File: src/rtl/redirect_pkg.sv
// rtl/redirect_pkg.sv - shared codes, flush indices and redirect kinds for redirect_ctrl
package redirect_pkg;

    localparam logic [1:0] SEL_SEQ  = 2'd0;
    localparam logic [1:0] SEL_BR   = 2'd1;
    localparam logic [1:0] SEL_JAL  = 2'd2;
    localparam logic [1:0] SEL_JALR = 2'd3;

    localparam int FL_IF_ID = 0;
    localparam int FL_ID_EX = 1;

    typedef enum logic [1:0] {
        RK_NONE = 2'd0,
        RK_BR   = 2'd1,
        RK_JAL  = 2'd2,
        RK_JALR = 2'd3
    } redirect_kind_e;

    // Larger value wins; EX-resolved kinds outrank the ID-decoded JAL.
    function automatic logic [1:0] kind_prio(input redirect_kind_e k);
        case (k)
            RK_BR:   kind_prio = 2'd3;
            RK_JALR: kind_prio = 2'd2;
            RK_JAL:  kind_prio = 2'd1;
            default: kind_prio = 2'd0;
        endcase
    endfunction

endpackage

File: src/rtl/redirect_ctrl_flush_shadow_cnt.sv
// rtl/redirect_ctrl_flush_shadow_cnt.sv - loadable down-counter timing the wrong-path fetch shadow
module flush_shadow_cnt #(
    parameter int FETCH_LAT = 1
) (
    input  logic clk,
    input  logic rst_n,
    input  logic load,
    input  logic hold,
    output logic busy
);

    localparam int W = (FETCH_LAT > 1) ? $clog2(FETCH_LAT) : 1;

    logic [W-1:0] count;

    always_ff @(posedge clk or negedge rst_n) begin
        if (!rst_n) begin
            count <= '0;
        end else if (load) begin
            count <= W'(FETCH_LAT - 1);
        end else if (!hold && count != '0) begin
            count <= count - 1'b1;
        end
    end

    assign busy = (count != '0);

endmodule

File: src/rtl/redirect_ctrl.sv
// rtl/redirect_ctrl.sv - redirect arbitration, stall deferral and flush control; REDIRECT_PERF_EN adds counters
module redirect_ctrl
    import redirect_pkg::*;
#(
    parameter int PC_SEL_W   = 3,
    parameter int NUM_STAGES = 4,
    parameter int FETCH_LAT  = 1,
    parameter int CNT_W      = 16
) (
    input  logic                  clk,
    input  logic                  rst_n,
    input  logic                  pipe_stall,
    input  logic                  br_taken,
    input  logic                  jalr,
    input  logic                  jal,
    output logic [PC_SEL_W-1:0]   pc_sel,
    output logic [NUM_STAGES-1:0] flush,
    output logic                  redirect_valid,
    output logic                  pending,
    output logic                  shadow_busy
`ifdef REDIRECT_PERF_EN
    ,
    output logic [CNT_W-1:0]      br_cnt,
    output logic [CNT_W-1:0]      jal_cnt,
    output logic [CNT_W-1:0]      jalr_cnt
`endif
);

    redirect_kind_e pend_q;
    redirect_kind_e pend_d;
    redirect_kind_e req_kind;
    redirect_kind_e apply_kind;
    logic [1:0]     sel_code;

    always_comb begin
        req_kind = RK_NONE;
        if (br_taken) begin
            req_kind = RK_BR;
        end else if (jalr) begin
            req_kind = RK_JALR;
        end else if (jal) begin
            req_kind = RK_JAL;
        end
    end

    // A stalled cycle only updates the held kind; the first free cycle applies
    // whichever of held/new ranks higher and the loser is dropped.
    always_comb begin
        pend_d     = pend_q;
        apply_kind = RK_NONE;
        if (pipe_stall) begin
            if (kind_prio(req_kind) > kind_prio(pend_q)) begin
                pend_d = req_kind;
            end
        end else begin
            apply_kind = (kind_prio(req_kind) >= kind_prio(pend_q)) ? req_kind : pend_q;
            pend_d     = RK_NONE;
        end
    end

    always_ff @(posedge clk or negedge rst_n) begin
        if (!rst_n) begin
            pend_q <= RK_NONE;
        end else begin
            pend_q <= pend_d;
        end
    end

    always_comb begin
        sel_code = SEL_SEQ;
        flush    = '0;
        case (apply_kind)
            RK_BR: begin
                sel_code           = SEL_BR;
                flush[FL_IF_ID]    = 1'b1;
                flush[FL_ID_EX]    = 1'b1;
            end
            RK_JALR: begin
                sel_code           = SEL_JALR;
                flush[FL_IF_ID]    = 1'b1;
                flush[FL_ID_EX]    = 1'b1;
            end
            RK_JAL: begin
                sel_code           = SEL_JAL;
                flush[FL_IF_ID]    = 1'b1;
            end
            default: begin
                sel_code           = SEL_SEQ;
            end
        endcase
        if (shadow_busy && !pipe_stall) begin
            flush[FL_IF_ID] = 1'b1;
        end
    end

    assign pc_sel         = PC_SEL_W'(sel_code);
    assign redirect_valid = (apply_kind != RK_NONE);
    assign pending        = (pend_q != RK_NONE);

    flush_shadow_cnt #(
        .FETCH_LAT (FETCH_LAT)
    ) u_shadow (
        .clk   (clk),
        .rst_n (rst_n),
        .load  (redirect_valid),
        .hold  (pipe_stall),
        .busy  (shadow_busy)
    );

`ifdef REDIRECT_PERF_EN
    always_ff @(posedge clk or negedge rst_n) begin
        if (!rst_n) begin
            br_cnt   <= '0;
            jal_cnt  <= '0;
            jalr_cnt <= '0;
        end else begin
            if (apply_kind == RK_BR && br_cnt != '1) begin
                br_cnt <= br_cnt + 1'b1;
            end
            if (apply_kind == RK_JAL && jal_cnt != '1) begin
                jal_cnt <= jal_cnt + 1'b1;
            end
            if (apply_kind == RK_JALR && jalr_cnt != '1) begin
                jalr_cnt <= jalr_cnt + 1'b1;
            end
        end
    end
`endif

endmodule

File: config.mk
export PLATFORM = sky130hd
export DESIGN_NAME = redirect_ctrl
export DESIGN_NICKNAME = d
export VERILOG_FILES = /design/src/rtl/redirect_pkg.sv /design/src/rtl/redirect_ctrl_flush_shadow_cnt.sv /design/src/rtl/redirect_ctrl.sv
export SDC_FILE = /design/constraint.sdc
export NUM_CORES = 1
export LEC_CHECK = 0
export BUFFER_PORTS_ARGS = -buffer_cell sky130_fd_sc_hd__buf_2
export CAP_MARGIN = 20
export CORE_AREA = 2 2 39 41
export DETAILED_ROUTE_END_ITERATION = 7
export DIE_AREA = 0 0 41 43
export SYNTH_ARGS = -nofsm -noshare
export SYNTH_HDL_FRONTEND = slang
export SYNTH_SLANG_ARGS = --single-unit
File: constraint.sdc
create_clock -name clk -period 2 [get_ports clk]
set_input_delay 0.4 -clock clk [delete_from_list [all_inputs] [get_ports clk]]
set_output_delay 0.4 -clock clk [all_outputs]
set_load 0.05 [all_outputs]
==> metrics, run 1 <==
status finished, violations left; failing checks setup timing; number of synthesized flops with an enable pin 0; critical path type reg2out; Die H 43 µm; synth warn 0; DRT antenna net count 0; syn avg cell area 8.431 µm²; fraction of registers with async set/reset 100.0%; period utilisation layout 126.2%; core area 1384 µm²; initial core utilization 25.59%; worst-path cell chain inv_2, ha_4, clkinvlp_4, o21ai_4, ha_4, a21oi_4, mux2_4, a21oi_4, buf_6; CTS tree done; vias in the first global route 322; Skew-Pair Late Insertion Delay 0.23 ns; Reg-to-Reg Start pend_q[0]; setup ws final -0.5243 ns; largest net degree at the start of global routing 8; Placed Area 520.5 µm²; worst setup path startpoint pend_q[0]; static leakage 0.0003192 µW; Max Cap Viol 0; share of layout cells above drive strength 1 66.67%; remaining global-route overflow 0; post-route cell area 701.9 µm²; H-tree levels 1; Worst Path Required 1.60 ns; count of boundary I/O pins 16; HP Class in2async; Fill cells 142; clock buffer depth 2; 1st-pass router iterations 2; setup_tns -2.588 ns; Post-Syn Area 354.1 µm²; number of diodes 0; RSZ-0062 raised after global routing true; Residual DRC 0; total clock sinks 3; Max Freq 396.2 MHz; Placer Congestion 0.7109; area taken by multi-input logic gates 359.1 µm²; initial antenna violation count 0; CP arrival 2.12 ns; Startpoint Class flip-flop; gr usage total 11.38%; post-DR vias/cell 4.118; worst vdd ir 0.3831 mV; FF+latch count, synth 3; critical path's slowest cell dfrtp_1; hold_ws 0.5001 ns; CTS Buf Count 3; Die ar. 1763 µm²; row count 14; final count of pins violating max slew 0; Mapped Cells 42; post-layout min period 2.524 ns; Most used DFF post-synth dfrtp_1; initial DRC count 2; clock root buffer clkbuf_4; drt total wl 961 µm; Worst setup EP type output port; Synth cell types 20; wire per inst 11.31 µm; Nets 81; crit-path max FO 4; setup violators final 7; Final Hold Fails 0; register area share after synthesis 21.20%; die width 41 µm; first-pass GRT wire length 1.311 mm; Inst Count DP 76; DR vias 350; clock slew at reported path FFs 0.04 ns; IO Port Bufs 12; pre-CTS setup slack -0.4423 ns; Seq. cell area 75.07 µm²; Layout Skew 0.000002470 ns; CP peak stage delay 0.42 ns; Power Density 948.2 nW/µm²; crit path buf inv count 3; Top Family by Delay on Critical Path flip-flops; final cell count without fillers 85; area grow syn2layout 98.23%
[path summary, 6_finish.rpt]
check,cells after the start,slack [ns],to
worst max-delay path,9,-0.52,flush[0]
worst min-delay path,2,0.50,pend_q[0]
worst max register to register,12,-0.12,pend_q[1]
worst min register to register,1,0.52,u_shadow.busy
max in group asynchronous,2,1.39,u_shadow.busy
min in group clk,1,0.52,u_shadow.busy
[layer usage]
metal / part of all wire (%) / global-route usage, %
met5: 0 / 0
met4: 0 / 4.000
met3: 4.3 / 4.712
met1: 39 / 13.31
met2: 57 / 17.81
[kinds of logic after synthesis]
family                     share of synthesized area [%]
and+or+nand+nor                                    19.09
muxes                                              9.893
other                                              1.059
DFF                                                21.20
buffers and inverters                              13.78
adders and majority gates                          17.67
AOI/OAI and AO/OA                                  17.31
[cell type report]
cell class | instances | share of cell area (%)
Clock buffer | 4 | 3.743
Inverter | 5 | 3.209
Multi-Input combinational cell | 32 | 51.16
Sequential cell | 3 | 10.70
Tap cell | 16 | 2.852
Timing Repair Buffer | 25 | 28.34
[flip-flops by register name, summed over array words and instances, names as in the netlist]
signal / count
pend_q: 2
u_shadow.busy: 1
[power by group]
group	leakage, µW	internal [µW]	switching [µW]
clock	0.0000150	74.6	28.8
sequential	0.0000399	68.6	8.98
combinational	0.000264	233	252
[timing repair]
action,4_1_cts,5_1_grt
resized for setup,18,7
buffers inserted,3,1
endpoints found under the setup margin,5,7
hold buffers,1,0
gates cloned,0,0
pin swaps,2,3
endpoints found under the hold margin,3,0
[synth_stat cells, types with 2 or more instances]
master | n | area (µm²)
mux2i_1 | 2 | 20.02
nor2_1 | 7 | 26.28
inv_1 | 5 | 18.77
nand2_1 | 2 | 7.510
buf_4 | 4 | 30.03
dfrtp_1 | 3 | 75.07
ha_1 | 5 | 62.56
nor2b_1 | 2 | 12.51
[stage by stage]
stage / total power (µW) / utilization [%]
after floorplan: 338.4 / -
after detailed placement: 416.4 / 37.61
after global placement: 411.6 / 37.61
final: 665.6 / 50.72
after global routing: 711.3 / 50.72
after CTS: 609.7 / 47.20
[placed cells by master, fill, tap and decap left out, types with 2 or more instances in the layout]
cell	instances
nor2_4	2
ha_4	3
dfrtp_1	3
conb_1	3
a21oi_4	2
buf_6	7
nor2_1	4
buf_4	10
inv_2	2
nand2_1	2
clkbuf_4	3
inv_1	2
o21ai_4	2
buf_2	7
[worst register-to-register path, cell delays in order, from the launching register on]
cell	delay, ns
dfrtp_1	0.42
inv_2	0.10
ha_4	0.14
clkinvlp_4	0.10
o21ai_4	0.09
ha_4	0.24
buf_4	0.14
buf_6	0.10
buf_4	0.13
nor2b_4	0.13
o21ai_4	0.17
mux2i_1	0.20
nor2b_1	0.06
Note: power is estimated with default switching activity, not from simulation.
==> run 2: changes to the inputs <==
BUFFER_PORTS_ARGS = -buffer_cell sky130_fd_sc_hd__buf_4   (was -buffer_cell sky130_fd_sc_hd__buf_2)
==> run 2 against run 1 <==
Non-clock buffer count down 2. Clock power up 5%. First-iteration DRC count unchanged. The flow still finishes with violations (setup timing). Die area unchanged. Utilization down 0.81 points. Largest power group unchanged.
==> metrics, run 2 (synthesis gave the netlist of run 1 again) <==
status finished, violations left; failing checks setup timing; remaining global-route overflow 0; largest net degree at the start of global routing 8; die width 41 µm; internal power 367.8 µW; core area 1384 µm²; DRT antenna net count 0; total clock sinks 3; Seq pwr share 12.0%; Max Freq 393.6 MHz; Final Power 650.3 µW; Layout Skew 0.00003644 ns; drt total wl 858 µm; first-pass GRT wire length 1.359 mm; area grow syn2layout 95.05%; met1 Use GR 12.66%; commonest non-fill, non-tap cell in the layout buf_4; busiest grt layer met2; Worst setup EP type output port; switching power total 282.5 µW; Placer Congestion 0.7593; critical path type reg2out; final count of pins violating max slew 0; Fill cells 142; RSZ-0062 raised after global routing true; vias in the first global route 342; Clk pwr share 16.6%; Reg-to-Reg Start pend_q[0]; Residual DRC 0; M3 GR Usage 9.424%; CTS tree done; Nets 79; number of diodes 0; grt met2 use 18.13%; DR vias 364; initial antenna violation count 0; Largest Register pend_q; clock slew at reported path FFs 0.04 ns; Power Density 941.5 nW/µm²; static leakage 0.0003105 µW; Seq. cell area 75.07 µm²; setup ws final -0.5407 ns; startpoint of the worst hold path pipe_stall; worst-path cell chain buf_6, ha_4, o21ai_4, ha_4, a21oi_4, mux2_4, a21oi_4, buf_8; CTS Buf Count 3; post-DR vias/cell 4.386; worst setup path startpoint pend_q[0]; Die ar. 1763 µm²; gr usage total 12.79%; initial DRC count 2; Largest register FFs 2; Die H 43 µm; HPWL reported at the end of detailed placement 601.8 µm; clock root buffer clkbuf_4; Top Family by Delay on Critical Path compound AO/OA/AOI/OAI gates; CP peak stage delay 0.42 ns; count of boundary I/O pins 16; Worst Path Required 1.60 ns; Skew-Pair Late Insertion Delay 0.23 ns; H-tree levels 1; wire per inst 10.34 µm; switching share of power 43.44%; crit-path max FO 4; 1st-pass router iterations 2; IO Port Bufs 12; Startpoint Class flip-flop; worst vdd ir 0.3741 mV; Max Cap Viol 0; setup_tns -2.585 ns; leading cell types in the layout, fill and taps excluded buf_4 (17), nor2_1 (4), ha_4 (4), buf_6 (4); Final Hold Fails 0; setup violators final 5; clock buffer depth 2; period utilisation layout 127.0%; share of layout cells above drive strength 1 64.18%; critical path's slowest cell dfrtp_1; initial core utilization 25.59%; area taken by multi-input logic gates 349.1 µm²; Combinational Power Share 71.4%; CP arrival 2.14 ns; HP Class in2reg; row count 14; crit path buf inv count 2; post-layout min period 2.541 ns
## run 2: cell count changes in the layout (fill, tap and decap cells not counted), sizes merged
cell	change
buf	-2
## run 2: final timing paths
| check | end | slack [ns] | cells past startpoint |
|---|---|---|---|
| setup / recovery | flush[0] | -0.54 | 8 |
| hold / removal | pend_q[0] | 0.48 | 2 |
| setup reg to reg | pend_q[1] | 0.22 | 8 |
| hold reg to reg | u_shadow.busy | 0.52 | 1 |
| max in group asynchronous | pend_q[1] | 1.42 | 2 |
| min in group asynchronous | u_shadow.busy | 0.49 | 2 |
## run 2: layout make-up
cell class,count,share of cell area (%)
multi-input cells,32,50.54
repair buffers,23,28.62
flip-flops and latches,3,10.87
clock buffers,4,3.804
inverters,5,3.261
well taps,16,2.899
## run 2: metrics by stage
step / util [%] / cells / setup slack (ns) / instance area (µm²) / hold slack [ns]
floorplan: - / 44 / -0.7918 / 414.1 / 0.1044
global placement: 39.24 / 75 / -0.3957 / 543.0 / 0.1914
detailed placement: 39.24 / 75 / -0.4305 / 543.0 / 0.1908
CTS: 49.10 / 83 / -0.5703 / 679.4 / 0.4723
global route: 49.91 / 83 / -0.6243 / 690.7 / 0.4721
finish: 49.91 / 83 / -0.5407 / 690.7 / 0.4775
## run 2: timing repair
| action | CTS | global route |
|---|---|---|
| setup buffers | 3 | 0 |
| endpoints found under the setup margin | 5 | 5 |
| hold buffers | 1 | 0 |
| pin swaps | 5 | 5 |
| gates resized for setup | 14 | 2 |
| hold endpoints to repair | 3 | 0 |
## run 2: power groups by stage
stage	sequential (µW)	clock, µW	combinational [µW]
2_1_floorplan	77.1	0	261
3_3_place_gp	77.1	0	347
3_5_place_dp	77.9	0	352
4_1_cts	77.9	115	449
5_1_grt	79.3	123	494
6_report	78.2	108	464
## run 2: per-layer routing
layer | wire (µm) | vias to the layer above
li1 | - | 180
met1 | 314 | 165
met2 | 442 | 15
met3 | 73 | 4
met4 | 27 | 0
met5 | 0 | -
==> run 3: changes to the inputs <==
CELL_PAD_IN_SITES_DETAIL_PLACEMENT = 0   (was default)
CELL_PAD_IN_SITES_GLOBAL_PLACEMENT = 2   (was default)
CORE_AREA = default   (was 2 2 39 41)
CORE_MARGIN = 2   (was default)
CORE_UTILIZATION = 21   (was default)
DIE_AREA = default   (was 0 0 41 43)
PLACE_DENSITY_LB_ADDON = 0.1   (was default)
==> run 3 against run 2 <==
First-iteration DRC count shrank 50%. Largest power group unchanged. The run still ends with setup timing left. Critical path type unchanged. Sequential cell count is the same. Clock skew is essentially flat. Via count shrank 0.55%. Routed wire length grew 10%. Global-route usage shrank 1.4 points. Die area grew 15%. Power grew 2.6%.
==> metrics, run 3 (synthesis gave the netlist of run 1 again) <==
share of layout cells above drive strength 1 70.00%; Startpoint Class flip-flop; Placed Area 558.0 µm²; gr usage total 11.40%; worst-path cell chain buf_6, ha_4, o21ai_4, ha_4, a21oi_4, mux2_4, a21oi_4, buf_6; internal power 380.4 µW; Max Freq 390.8 MHz; clock slew at reported path FFs 0.04 ns; met1 Use GR 14.53%; Residual DRC 0; Final Hold Fails 0; 1st-pass router iterations 2; failing checks setup timing; number of diodes 0; vias in the first global route 365; die width 45.06 µm; RSZ-0062 raised after global routing true; M3 GR Usage 3.600%; wire per inst 11.01 µm; initial antenna violation count 0; drt total wl 947 µm; Largest register FFs 2; post-DR vias/cell 4.209; Clk pwr share 15.7%; remaining global-route overflow 0; clock buffer depth 2; Combinational Power Share 72.0%; row count 14; Worst setup EP type output port; hold_ws 0.4878 ns; Worst Path Required 1.60 ns; IO Port Bufs 12; largest net degree at the start of global routing 8; commonest non-fill, non-tap cell in the layout buf_4; busiest grt layer met2; Fill cells 159; initial DRC count 1; static leakage 0.0003241 µW; crit path buf inv count 2; critical path type reg2out; period utilisation layout 127.9%; Skew-Pair Late Insertion Delay 0.23 ns; status finished, violations left; setup_tns -2.746 ns; first-pass GRT wire length 1.649 mm; Max Cap Viol 0; H-tree levels 1; core area 1541 µm²; area grow syn2layout 107.1%; Nets 82; switching share of power 42.97%; CTS Buf Count 3; HP Class in2reg; total clock sinks 3; switching power total 286.6 µW; Top Family by Delay on Critical Path compound AO/OA/AOI/OAI gates; HPWL reported at the end of detailed placement 683.4 µm; crit-path max FO 4; setup violators final 7; worst vdd ir 0.3761 mV; Power Density 909.6 nW/µm²; CTS tree done; CP peak stage delay 0.44 ns; pre-CTS setup slack -0.4133 ns; Seq pwr share 12.3%; Placer Congestion 0.6969; Layout Skew 0.00001492 ns; setup ws final -0.5588 ns; critical path's slowest cell dfrtp_2; Final Power 666.9 µW; Largest Register pend_q; final count of pins violating max slew 0; DR vias 362; post-route cell area 733.2 µm²; count of boundary I/O pins 16; Die ar. 2030 µm²; initial core utilization 22.97%; Die H 45.06 µm; clock root buffer clkbuf_4; DRT antenna net count 0; grt met2 use 18.29%; post-layout min period 2.559 ns; leading cell types in the layout, fill and taps excluded buf_4 (18), buf_6 (7), ha_4 (5), nor2_1 (4); CP arrival 2.16 ns
[run 3: layout make-up]
class	instances	area, µm²	share of cell area, %
sequential	3	76.32	10.41
tap	16	20.02	2.730
clock buffer	4	26.28	3.584
multi-input combinational	32	364.1	49.66
inverter	5	22.52	3.072
timing repair buffer	26	224.0	30.55
[run 3: stage by stage]
stage | util [%] | cells
floorplan | - | 44
global placement | 36.20 | 77
detailed placement | 36.20 | 77
CTS | 45.45 | 85
global route | 47.56 | 86
finish | 47.56 | 86
[run 3: power by group through the flow]
| stage | Clock, µW | Combinational, µW | Sequential, µW |
|---|---|---|---|
| after global placement | 0 | 352 | 77.7 |
| after detailed placement | 0 | 358 | 78.0 |
| after CTS | 109 | 456 | 77.1 |
| final | 104 | 480 | 82.2 |
| after floorplan | 0 | 261 | 77.1 |
| after global routing | 119 | 513 | 83.8 |
[run 3: final timing paths]
check                                end          start  slack [ns]  depth (start not counted)
max reg2reg                    pend_q[1]      pend_q[0]       -0.08                         10
max                             flush[0]      pend_q[0]       -0.56                          8
min                            pend_q[0]     pipe_stall        0.49                          2
min in group asynchronous      pend_q[1]          rst_n        0.51                          2
min reg2reg                u_shadow.busy  u_shadow.busy        0.51                          1
max in group asynchronous      pend_q[0]          rst_n        1.39                          2
[run 3: repair_timing]
item | in CTS | in global routing
hold endpoints to repair | 3 | 0
buffers inserted | 3 | 1
setup endpoints to repair | 6 | 6
pin swaps | 4 | 6
gates resized for setup | 15 | 6
hold buffers | 1 | 0
[run 3: worst reg2reg max path, stage by stage (launching register included)]
cell	delay (ns)
dfrtp_2	0.44
buf_6	0.13
ha_4	0.15
o21ai_4	0.15
ha_4	0.24
buf_4	0.14
buf_6	0.10
nor2b_2	0.14
o21ai_2	0.21
mux2i_1	0.21
nor2b_1	0.06
[run 3: metal layers]
layer | wire length, µm | share of wire (%)
met4 | 0 | 0
met3 | 28 | 3.0
met2 | 494 | 52
met1 | 423 | 45
met5 | 0 | 0
